==> src/rtl/irq_pending_ctrl_if.sv <==
// Vector offer port of irq_pending_ctrl.
// The producer drives valid/id and the consumer drives ready.
interface irq_pending_ctrl_if;
  logic       vec_valid;
  logic [3:0] vec_id;
  logic       vec_ready;

  modport master (
    output vec_valid,
    output vec_id,
    input  vec_ready
  );

  modport slave (
    input  vec_valid,
    input  vec_id,
    output vec_ready
  );
endinterface

==> src/rtl/irq_pending_ctrl.sv <==
// IRQ edge capture, pending register and vector dispatch around an external
// priority encoder. Optional input synchroniser: define IRQ_SYNC_EN.
module irq_pending_ctrl #(
  parameter int unsigned HOLDOFF = 2
) (
  input  logic               clk,
  input  logic               rst,
  input  logic [15:0]        req_in,
  input  logic [15:0]        mask,
  input  logic               clr_all,
  output logic [15:0]        enc_req,
  input  logic [7:0]         enc_code,
  irq_pending_ctrl_if.master vec,
  output logic [15:0]        pending,
  output logic               overflow
);

  typedef enum logic [1:0] {
    IDLE,
    LOOK,
    OFFER,
    HOLD
  } state_e;

  localparam logic [3:0] HoldLoad =
    (HOLDOFF == 0) ? 4'd0 : 4'(HOLDOFF - 1);

  state_e      state_q;
  logic [15:0] req_s;
  logic [15:0] req_prev_q;
  logic [15:0] rise;
  logic [15:0] acc_bits;
  logic [15:0] pending_q, pending_d;
  logic        overflow_q, overflow_d;
  logic        vec_valid_q;
  logic [3:0]  vec_id_q;
  logic [3:0]  hold_q;
  logic        accept;

`ifdef IRQ_SYNC_EN
  logic [15:0] sync1_q, sync2_q;

  // Shifts through reset too, like the edge detector history.
  always_ff @(posedge clk) begin
    sync1_q <= req_in;
    sync2_q <= sync1_q;
  end

  assign req_s = sync2_q;
`else
  assign req_s = req_in;
`endif

  // History is loaded during reset so lines high at release give no edge.
  always_ff @(posedge clk) begin
    req_prev_q <= req_s;
  end

  assign rise     = req_s & ~req_prev_q;
  assign accept   = vec_valid_q & vec.vec_ready;
  assign acc_bits = accept ? (16'd1 << vec_id_q) : 16'd0;

  always_comb begin
    pending_d  = (pending_q & ~acc_bits) | rise;
    overflow_d = overflow_q
               | (|(rise & pending_q & ~acc_bits));
    if (clr_all) begin
      pending_d  = 16'd0;
      overflow_d = 1'b0;
    end
  end

  always_ff @(posedge clk) begin
    if (rst) begin
      pending_q  <= 16'd0;
      overflow_q <= 1'b0;
    end else begin
      pending_q  <= pending_d;
      overflow_q <= overflow_d;
    end
  end

  always_ff @(posedge clk) begin
    if (rst) begin
      state_q     <= IDLE;
      vec_valid_q <= 1'b0;
      vec_id_q    <= 4'd0;
      hold_q      <= 4'd0;
    end else if (clr_all) begin
      state_q     <= IDLE;
      vec_valid_q <= 1'b0;
    end else begin
      unique case (state_q)
        IDLE: begin
          if (|enc_req) state_q <= LOOK;
        end
        LOOK: begin
          if (enc_code[7:4] == 4'hF) begin
            state_q <= IDLE;
          end else begin
            vec_id_q    <= enc_code[3:0];
            vec_valid_q <= 1'b1;
            state_q     <= OFFER;
          end
        end
        OFFER: begin
          if (vec.vec_ready) begin
            vec_valid_q <= 1'b0;
            if (HOLDOFF == 0) begin
              state_q <= IDLE;
            end else begin
              hold_q  <= HoldLoad;
              state_q <= HOLD;
            end
          end
        end
        HOLD: begin
          if (hold_q == 4'd0) state_q <= IDLE;
          else                hold_q  <= hold_q - 4'd1;
        end
        default: state_q <= IDLE;
      endcase
    end
  end

  assign enc_req       = pending_q & mask;
  assign pending       = pending_q;
  assign overflow      = overflow_q;
  assign vec.vec_valid = vec_valid_q;
  assign vec.vec_id    = vec_id_q;

endmodule
==> src/flat_wrapper.sv <==
// flat-port wrapper written by rule: the top's interface ports become plain ports
module irq_pending_ctrl_flat 
#(
  parameter int unsigned HOLDOFF = 2
)
  (clk, rst, req_in, mask, clr_all, enc_req, enc_code, pending, overflow, vec_vec_valid, vec_vec_id, vec_vec_ready);
  irq_pending_ctrl_if vec_i ();
  input  logic clk;
  input  logic rst;
  input  logic [15:0] req_in;
  input  logic [15:0] mask;
  input  logic clr_all;
  output logic [15:0] enc_req;
  input  logic [7:0] enc_code;
  output logic [15:0] pending;
  output logic overflow;
  output wire logic [$bits(vec_i.vec_valid)-1:0] vec_vec_valid;
  output wire logic [$bits(vec_i.vec_id)-1:0] vec_vec_id;
  input wire logic [$bits(vec_i.vec_ready)-1:0] vec_vec_ready;
  assign vec_vec_valid = vec_i.vec_valid;
  assign vec_vec_id = vec_i.vec_id;
  assign vec_i.vec_ready = vec_vec_ready;
  irq_pending_ctrl #(.HOLDOFF(HOLDOFF)) u_core (.clk(clk), .rst(rst), .req_in(req_in), .mask(mask), .clr_all(clr_all), .enc_req(enc_req), .enc_code(enc_code), .vec(vec_i), .pending(pending), .overflow(overflow));
endmodule
==> config.mk <==
export PLATFORM = sky130hd
export DESIGN_NAME = irq_pending_ctrl_flat
export DESIGN_NICKNAME = d
export VERILOG_FILES = /design/src/rtl/irq_pending_ctrl_if.sv /design/src/rtl/irq_pending_ctrl.sv /design/src/flat_wrapper.sv
export SDC_FILE = /design/constraint.sdc
export NUM_CORES = 1
export LEC_CHECK = 0
export BUFFER_PORTS_ARGS = -buffer_cell sky130_fd_sc_hd__buf_2
export CORE_ASPECT_RATIO = 0.9
export CORE_MARGIN = 1.5
export CORE_UTILIZATION = 51
export DETAILED_ROUTE_END_ITERATION = 8
export PLACE_DENSITY = 0.87
export SYNTH_ARGS = -nofsm -noshare
export SYNTH_HDL_FRONTEND = slang
export SYNTH_SLANG_ARGS = --single-unit
==> constraint.sdc <==
create_clock -name clk -period 2.6 [get_ports clk]
set_input_delay 0.39 -clock clk [delete_from_list [all_inputs] [get_ports clk]]
set_output_delay 0.39 -clock clk [all_outputs]
set_load 0.005 [all_outputs]
==> parameters.txt <==
Parameter                              Value

Floorplanning
  Die Y-Extent ... 61.2 um
  Count of boundary I/O pins ... 82
  Rows ... 20
  Starting Density ... 0.552
  Die ar. ... 4140 um2
  Die width ... 67.7 um
  Core Box Area ... 3480 um2

Clock tree
  Level count of the clock H-tree ... 2
  Clock latency on the worst-skew pair ... 0.29 ns
  CTS Buffer Depth ... 2
  PostCTS Resize Cnt ... 0
  TritonCTS Sinks ... 44
  Number of hold-repair buffers added at the cts stage ... 0
  Total CTS buffers ... 5
  Setup Fix Bufs, Post-CTS ... 0
  Clock Root Buffer ... sky130_fd_sc_hd__clkbuf_8
  Clock-pin slew reported for the worst setup and hold paths after clock tree synthesis ... 0.08 ns
  TritonCTS clock tree ... built

Cells and area
  Fraction of layout cells with a size suffix above 1 ... 0.300
  Number of antenna diodes ... 0
  Layout Nets ... 352
  Count of fill cells added during filler insertion ... 287
  Most common library cell in the layout ignoring fill and taps ... sky130_fd_sc_hd__buf_2
  Commonest cells after routing, fill and taps aside ... sky130_fd_sc_hd__buf_2, sky130_fd_sc_hd__dfxtp_1, sky130_fd_sc_hd__nand2_1
  Number of cells in the finished layout apart from fillers ... 351
  Area growth syn-to-layout ... 26.5%

Timing
  Least setup slack across all paths after layout ... 0.620 ns
  Number of slew-limit violations in the final report ... 0
  Max Clk Rate ... 505 MHz
  Final period demand of the worst path ... 1.98 ns
  Final Hold Slack ... 0.207 ns
  Setup total negative slack ... 0 ns
  Normalized max-slew margin ... 0.668
  Setup repair after global routing missed its margin ... no
  Final hold vios ... 0
  Share of the cycle needed by the critical path after routing ... 0.762
  Setup violation total in the final timing report ... 0
  Slew @ Worst Pin ... 0.495 ns
  Final Skew ... 0.00562 ns

Logic synthesis
  Number of storage elements in the synthesis netlist ... 44
  Cell area after synthesis ... 1920 um2
  Total number of yosys warnings ... 0
  Distinct cell type count of the synthesized netlist ... 38
  Share of flip-flops with an asynchronous set or reset ... 0
  Post-synthesis net count ... 273
  Primary flip-flop cell chosen by synthesis mapping ... sky130_fd_sc_hd__dfxtp_1
  Post-synth EDFFs ... 0
  Sequential cell area fraction in the yosys report ... 0.459
  Mean instance size in the synthesized netlist ... 8.46 um2
  Synth Instances ... 227

Critical path
  CP startpoint kind ... register
  FF-to-FF path depth ... 5
  Arrival @ worst endpoint ... 2.16 ns
  Buffer and inverter count on the worst path ... 0
  Endpoint required time on the critical path ... 2.78 ns
  Kind of cell adding the most delay to the critical path ... simple AND/OR/NAND/NOR gates
  Worst reg2reg endpoint ... u_core.overflow$_SDFF_PP0_
  Crit Path Category ... reg -> reg
  Maximum fanout encountered on the critical timing path ... 13
  Startpoint of the worst-slack reg-to-reg timing path ... u_core.vec.vec_id[3]$_SDFFE_PP0P_
  Critical path's slowest cell ... sky130_fd_sc_hd__dfxtp_1
  Cell-by-cell listing of the critical path ... nor2b_1 -> a211oi_1 -> nor4_1 -> nand3_1 -> o41a_1
  R2R Setup Slk ... 0.62 ns
  CP Capture Type ... register
  Delay of the slowest cell on the worst path ... 0.57 ns

Routing
  Detailed-route via count ... 1867
  Number of vias per cell after detailed routing ... 5.32
  Average wire length per cell after detail routing ... 13.0 um
  Post-detailed-route count of antenna-violating nets ... 0
  First-pass iteration count of the detailed router ... 5
  Post-route DRC violation count ... 0
  Iter 0 DRT Violations ... 101
  Total Routed Length ... 4560 um

Worst hold path
  Hold Crit Class ... in -> reg
  Hold Path Stages ... 1
  Min-delay src ... req_in[12]
  Terminating pin of the worst hold path ... u_core.req_prev_q[12]$_DFF_P_

Placed design
  RD Place Congestion ... 0.868
  Pre-CTS worst setup slack ... 0.675 ns
  Final HPWL DP ... 3500 um
  Placed cell count ... 343
  Port buffer count ... 81

Global routing
  All-Layer GR Usage ... 0.224
  Number of antenna violations at the first check in global routing ... 0
  Wire length of the first global-routing pass ... 6820 um
  Vias in the first global route ... 1501
  Largest net degree at the start of global routing ... 20
  Global route overflow ... 0

Run
  Maximum capacitance violations ... 0

Power and ir drop
  Pleak ... 0.00109 uW
  Power Density ... 531 nW/um2
  Worst IR drop on VDD ... 0.313 mV
  Power Total ... 1290 uW

Status
  Run status ... finished, final reports clean
[where the power goes]
part / internal (uW) / total, uW / leakage, uW / switching (uW)
sequential: 701 / 721 / 0.000363 / 20.5
clock: 216 / 437 / 0.0000445 / 221
combinational: 66.5 / 131 / 0.000688 / 64.5
total: 983 / 1290 / 0.00109 / 306
[how the worst max path moves through the flow]
stage | start | endpoint | depth (start not counted)
finish | u_core.vec.vec_id[3]$_SDFFE_PP0P_ | u_core.overflow$_SDFF_PP0_ | 5
global route | u_core.vec.vec_id[2]$_SDFFE_PP0P_ | u_core.overflow$_SDFF_PP0_ | 5
CTS | u_core.vec.vec_id[3]$_SDFFE_PP0P_ | u_core.overflow$_SDFF_PP0_ | 5
detailed placement | u_core.vec.vec_id[3]$_SDFFE_PP0P_ | u_core.overflow$_SDFF_PP0_ | 5
global placement | u_core.vec.vec_id[2]$_SDFFE_PP0P_ | u_core.overflow$_SDFF_PP0_ | 5
floorplan | mask[13] | u_core.state_q[0]$_SDFFE_PP0P_ | 5
[sequential cells by signal, summed over array words and instances (netlist names), named ones only]
register,count
u_core.state_q,1
u_core.req_prev_q,16
u_core.vec.vec_id,4
u_core.hold_q,4
u_core.overflow,1
u_core.vec.vec_valid,1
u_core.pending,16
[metrics by stage]
step | instance area [um2] | utilization
2_1_floorplan | 1920 | -
3_3_place_gp | 2330 | 0.671
3_5_place_dp | 2330 | 0.671
4_1_cts | 2430 | 0.698
5_1_grt | 2430 | 0.698
6_report | 2430 | 0.698
[cell type report]
type | count | area, um2 | area share
repair buffers | 81 | 405 | 0.167
inverters | 14 | 52.6 | 0.0216
clock buffers | 7 | 86.3 | 0.0355
flip-flops and latches | 44 | 881 | 0.363
multi-input cells | 160 | 941 | 0.387
clock inverters | 1 | 7.51 | 0.00309
well taps | 44 | 55.1 | 0.0227
[Yosys cell counts (all sizes together), types with 2 or more instances]
library cell | number | area share
nand3 | 7 | 0.018
o22ai | 2 | 0.0065
clkbuf | 4 | 0.0078
a211oi | 7 | 0.027
inv | 14 | 0.027
nor3 | 2 | 0.0052
mux2i | 4 | 0.021
dfxtp | 44 | 0.46
and2 | 16 | 0.052
o21ai | 2 | 0.0052
xor2 | 2 | 0.0091
a21oi | 22 | 0.057
nor4 | 3 | 0.0098
buf | 5 | 0.016
nor2b | 3 | 0.0098
nand2b | 16 | 0.052
a311oi | 4 | 0.018
nand2 | 35 | 0.068
ha | 2 | 0.013
and4b | 2 | 0.010
nor2 | 16 | 0.033
[logic make-up after synthesis]
group                    share of synthesized area
AO/OA/AOI/OAI                                0.151
XOR/XNOR                                   0.00913
adder cells (fa/ha/maj)                     0.0130
buffers and inverters                       0.0508
flip-flops                                   0.459
multiplexers                                0.0209
AND/OR/NAND/NOR                              0.296
[metal layers]
| layer | share of wire | routed length (um) | vias up | GRT usage |
|---|---|---|---|---|
| met5 | 0 | 0 | - | 0 |
| met2 | 0.45 | 2060 | 88 | 0.350 |
| met1 | 0.45 | 2060 | 839 | 0.306 |
| met3 | 0.082 | 375 | 6 | 0.0457 |
| met4 | 0.014 | 64 | 0 | 0.0933 |
| li1 | - | - | 934 | - |
[worst reg2reg max path, cell delays in order (launching register included)]
cell and delay [ns]:
sky130_fd_sc_hd__dfxtp_1 0.57, sky130_fd_sc_hd__nor2b_1 0.43, sky130_fd_sc_hd__a211oi_1 0.14, sky130_fd_sc_hd__nor4_1 0.31, sky130_fd_sc_hd__nand3_1 0.11, sky130_fd_sc_hd__o41a_1 0.31
(Power assumes the default switching activity.)
